**src/rtl/fir_decimator.sv**
```systemverilog
// Keeps every DECIM-th valid input sample (phase 0) and queues it in a small FIFO
// with ready/valid output, sticky overflow on dropped samples, and synchronous flush.
module fir_decimator #(
    parameter int unsigned WIDTH = 16,
    parameter int unsigned DECIM = 4,
    parameter int unsigned DEPTH = 4
) (
    input  logic                    clk,
    input  logic                    reset,
    input  logic                    in_valid,
    input  logic signed [WIDTH-1:0] in_data,
    input  logic                    flush,
    input  logic                    clr_ovf,
    output logic                    out_valid,
    input  logic                    out_ready,
    output logic signed [WIDTH-1:0] out_data,
    output logic [$clog2(DEPTH):0]  fill,
    output logic                    overflow
);

    localparam int unsigned PhW   = (DECIM > 1) ? $clog2(DECIM) : 1;
    localparam int unsigned PtrW  = (DEPTH > 1) ? $clog2(DEPTH) : 1;
    localparam int unsigned FillW = $clog2(DEPTH) + 1;

    logic [PhW-1:0]          r_phase;
    logic [PtrW-1:0]         r_wr_ptr;
    logic [PtrW-1:0]         r_rd_ptr;
    logic [FillW-1:0]        r_fill;
    logic                    r_overflow;
    logic signed [WIDTH-1:0] r_mem [DEPTH];

    logic [PhW-1:0]          w_phase_d;
    logic [PtrW-1:0]         w_wr_ptr_d;
    logic [PtrW-1:0]         w_rd_ptr_d;
    logic [FillW-1:0]        w_fill_d;
    logic                    w_overflow_d;

    logic w_keep;
    logic w_empty;
    logic w_full;
    logic w_pop;
    logic w_push;
    logic w_drop;

    // Flush masks every push, pop and drop in its cycle.
    always_comb begin
        w_keep  = in_valid && (r_phase == '0);
        w_empty = (r_fill == '0);
        w_full  = (r_fill == FillW'(DEPTH));
        w_pop   = !flush && !w_empty && out_ready;
        w_push  = !flush && w_keep && (!w_full || w_pop);
        w_drop  = !flush && w_keep && w_full && !w_pop;
    end

    always_comb begin
        w_phase_d = r_phase;
        if (flush) begin
            w_phase_d = '0;
        end else if (in_valid) begin
            w_phase_d = (r_phase == PhW'(DECIM - 1)) ? '0 : r_phase + PhW'(1);
        end
    end

    always_comb begin
        w_wr_ptr_d = r_wr_ptr;
        w_rd_ptr_d = r_rd_ptr;
        w_fill_d   = r_fill;
        if (flush) begin
            w_wr_ptr_d = '0;
            w_rd_ptr_d = '0;
            w_fill_d   = '0;
        end else begin
            if (w_push) begin
                w_wr_ptr_d = r_wr_ptr + PtrW'(1);
            end
            if (w_pop) begin
                w_rd_ptr_d = r_rd_ptr + PtrW'(1);
            end
            case ({w_push, w_pop})
                2'b10:   w_fill_d = r_fill + FillW'(1);
                2'b01:   w_fill_d = r_fill - FillW'(1);
                default: w_fill_d = r_fill;
            endcase
        end
    end

    // A new drop outranks a coincident clear.
    always_comb begin
        w_overflow_d = r_overflow;
        if (w_drop) begin
            w_overflow_d = 1'b1;
        end else if (clr_ovf) begin
            w_overflow_d = 1'b0;
        end
    end

    always_ff @(posedge clk or negedge reset) begin
        if (!reset) begin
            r_phase    <= '0;
            r_wr_ptr   <= '0;
            r_rd_ptr   <= '0;
            r_fill     <= '0;
            r_overflow <= 1'b0;
        end else begin
            r_phase    <= w_phase_d;
            r_wr_ptr   <= w_wr_ptr_d;
            r_rd_ptr   <= w_rd_ptr_d;
            r_fill     <= w_fill_d;
            r_overflow <= w_overflow_d;
        end
    end

    always_ff @(posedge clk) begin
        if (w_push) begin
            r_mem[r_wr_ptr] <= in_data;
        end
    end

    // Storage is never cleared, so the head is forced to zero while empty.
    always_comb begin
        out_valid = !w_empty;
        out_data  = w_empty ? '0 : r_mem[r_rd_ptr];
        fill      = r_fill;
        overflow  = r_overflow;
    end

endmodule

```
**config.mk**
```make
export PLATFORM = sky130hd
export DESIGN_NAME = fir_decimator
export DESIGN_NICKNAME = d
export VERILOG_FILES = /design/src/rtl/fir_decimator.sv
export SDC_FILE = /design/constraint.sdc
export NUM_CORES = 1
export LEC_CHECK = 0
export CORE_ASPECT_RATIO = 1.1
export CORE_UTILIZATION = 54
export DETAILED_ROUTE_END_ITERATION = 6
export HOLD_SLACK_MARGIN = 0.06
export PLACE_DENSITY = 0.79
export SLEW_MARGIN = 0
export SYNTH_ARGS = -nofsm -noshare
export SYNTH_HDL_FRONTEND = slang
export SYNTH_SLANG_ARGS = --single-unit
```
**constraint.sdc**
```tcl
create_clock -name clk -period 3.12 [get_ports clk]
set_input_delay 0.624 -clock clk [delete_from_list [all_inputs] [get_ports clk]]
set_output_delay 0.624 -clock clk [all_outputs]
set_load 0.005 [all_outputs]
```
==> flow_summary.json <==
{
  "run_status": "finished clean",
  "syn_nets": 215,
  "vdd_drop_max_v": 0.0003397,
  "cts.reportedPaths.clkPinSlew_ps": 70,
  "p_clk_frac": 0.323,
  "whs_ps": 532.1,
  "drv_cap": 0,
  "antenna_found_initial": 0,
  "post_cts_buffers": 0,
  "grt.overflow.total": 0,
  "synth_seq_cells": 74,
  "ios": 43,
  "synth-warning-count": 0,
  "crit_path_max_incr_delay_ps": 530,
  "h-tree-depth": 3,
  "start_util": 0.5585,
  "filler_cell_count": 412,
  "fin_crit_ps": 2674,
  "drt_first_pass_iters": 4,
  "dr_total_vias": 1741,
  "grt_pass1_wl_mm": 8.093,
  "crit_type": "register to primary output",
  "crit_path_end_kind": "primary output",
  "power_switching_share": 0.2326,
  "reg2reg_setup_slack_ps": 940,
  "synth_edf_count": 64,
  "hold_viol_final": 0,
  "worstHoldStart": "overflow",
  "hold_class": "register to register",
  "period_share": 0.8571,
  "max_freq_mhz": 374.0,
  "ctsResizeCount": 0,
  "reg2reg_from": "r_phase[0]",
  "route.detailed.drc": 0,
  "cts_buffers": 9,
  "slew_headroom": 0.6702,
  "seq_area_frac_synth": 0.6784,
  "drtAntennaViolNets": 0,
  "clock_sinks": 74,
  "place_area_um2": 3749,
  "pwr-share-seq": 0.480,
  "worstPathCellList": "buf_4 -> mux4_2 -> and2b_1 -> clkdlybuf4s50_1",
  "cts_tree": "done",
  "leakage_nw": 1.361,
  "internal_power_w": 0.001840,
  "cpMaxStageDelayCell": "mux4_2",
  "finalMaxSlewViolations": 0,
  "diodes": 0,
  "syn_area_per_cell_um2": 17.21,
  "worst-endpoint-arrival_ps": 2050,
  "synth_area_leaders": "edfxtp_1 (60%), mux4_2 (11%), dfrtp_1 (7.8%)",
  "rsz0062_at_grt": "no",
  "comb_power_share": 0.197,
  "grtUsageTotal": 0.1902,
  "cp.required_ps": 2500,
  "dp_cells": 305,
  "die_x_um": 75.42,
  "finish.instance_area_um2": 3958,
  "crit_family": "buffers and inverters",
  "die_y_um": 82.76,
  "cp-start-kind": "register",
  "r2r_cells": 7,
  "wl_per_cell_um": 16.13,
  "powerDensity_nw_per_um2": 605.8,
  "yosysUniqueCellTypes": 43,
  "netlist_area_um2": 3202,
  "port_buffers": 42,
  "synth_top_area_frac": 0.6002,
  "syn_inst": 186,
  "synthToLayoutAreaGrowth_pct": 23.60,
  "num_rows": 29,
  "clk_latency_ps": 330,
  "hold_depth": 2,
  "setup_viol": 0,
  "drive_gt1_frac": 0.1762,
  "grt_max_degree": 18,
  "cts.path.max_buffers": 2,
  "via_per_inst": 5.424,
  "finalWirelength_mm": 5.179,
  "yosys.area.top_type": "edfxtp_1",
  "tightest_slew_ps": 493.2,
  "fin_cells": 321,
  "hpwl_mm": 3.470,
  "final_core_util": 0.6903,
  "drtIter0Drc": 98,
  "final_nets": 268,
  "tns_ps": 0,
  "cts-root-buf": "clkbuf_8",
  "switching_power_w": 0.0005575,
  "synth_ff_type": "edfxtp_1",
  "grt_pass1_vias": 1689,
  "die-area_um2": 6242,
  "place_congestion": 0.7725,
  "cts_hold_buf": 0,
  "synth-async-reset-ratio": 0.1351,
  "whs_endpoint": "overflow",
  "crit_fanout": 10,
  "critPathBufInv": 2,
  "r2r_end": "fill[2]",
  "core-area_um2": 5733,
  "fin_worst_skew_ps": 7.457
}
## cell type report
| cell class | count | area, um^2 | share of cell area |
|---|---|---|---|
| clock buffer | 10 | 127.6 | 0.03225 |
| timing repair buffer | 53 | 528.0 | 0.1334 |
| inverter | 9 | 33.78 | 0.008536 |
| tap | 77 | 96.34 | 0.02434 |
| sequential | 74 | 2172 | 0.5488 |
| multi-input combinational | 92 | 918.4 | 0.2321 |
| clock inverter | 6 | 81.33 | 0.02055 |
## cells by family (layout without fill, tap and decap cells)
family / Yosys count / in the layout / share of synthesized area
adder cells (fa/ha/maj): 7 / 7 / 0.02970
multiplexers: 19 / 19 / 0.1223
buffers and inverters: 20 / 78 / 0.03478
XOR/XNOR: 3 / 3 / 0.008208
flip-flops: 74 / 74 / 0.6784
AO/OA/AOI/OAI: 19 / 19 / 0.04573
AND/OR/NAND/NOR: 44 / 44 / 0.08089
## sequential cells by signal (all words and copies together) (netlist names)
name and count:
r_mem 64, fill 3, r_phase 2, r_rd_ptr 2, r_wr_ptr 2, overflow 1
## worst max-delay path by stage
stage / from / to / slack [ps] / cells past startpoint
after floorplan: fill[1] / fill[2] / 760 / 7
after global placement: in_valid / r_mem[2][11] / 440 / 5
after detailed placement: in_valid / r_mem[3][13] / 370 / 5
after CTS: r_rd_ptr[0] / out_data[9] / 410 / 4
after global routing: r_rd_ptr[0] / out_data[9] / 340 / 4
final: r_rd_ptr[0] / out_data[9] / 450 / 4
## power groups by stage
stage | clock network [W] | registers [W] | logic (W)
3_5_place_dp | 0 | 0.00117 | 0.000481
3_3_place_gp | 0 | 0.00117 | 0.000473
6_report | 0.000775 | 0.00115 | 0.000473
4_1_cts | 0.000788 | 0.00115 | 0.000483
5_1_grt | 0.000828 | 0.00115 | 0.000520
2_1_floorplan | 0 | 0.00115 | 0.000294
## per-stage QoR
| stage | total power, W | setup slack (ps) |
|---|---|---|
| after floorplan | 0.001446 | 763.2 |
| after global placement | 0.001643 | 437.5 |
| after detailed placement | 0.001653 | 365.7 |
| after CTS | 0.002421 | 414.1 |
| after global routing | 0.002502 | 340.8 |
| final | 0.002397 | 446.0 |
## cell usage after synthesis (all sizes together), types with 2 or more instances
library cell  count
edfxtp           64
mux4             16
nor2b            16
buf              10
dfrtp            10
inv               9
nor2              8
ha                6
and2              5
a21oi             3
nand2             3
nand3             3
mux2i             2
nand2b            2
nand4             2
nor3              2
o2111ai           2
o311ai            2
o32ai             2
xor2              2
## per-layer routing
metal	global-route usage	share of wire	routed length, um	vias to the layer above
li1	-	-	-	825
met1	0.2165	0.41	2128	861
met2	0.3330	0.53	2759	48
met3	0.05461	0.042	220	7
met4	0.08148	0.014	70	0
met5	0	0	0	-
## worst register-to-register path: stages, from the launching register on
cell      delay, ps
dfrtp_1         410
inv_1            70
ha_1            270
and2_1          210
nor3_1           80
fa_1            430
o32a_1          360
o311ai_1        240
## cells in the final DEF (no fill, tap or decap), types with 3 or more instances in the layout
master	Yosys	routed
inv_1	9	9
edfxtp_1	64	64
nor2_1	7	7
clkbuf_8	0	9
dfrtp_1	10	10
nor2b_1	15	15
buf_4	1	9
mux4_2	16	16
ha_1	6	6
a21oi_1	3	3
nand3_1	3	3
and2_1	5	5
nand2_1	3	3
clkdlybuf4s50_1	0	42
(Power assumes the default switching activity.)
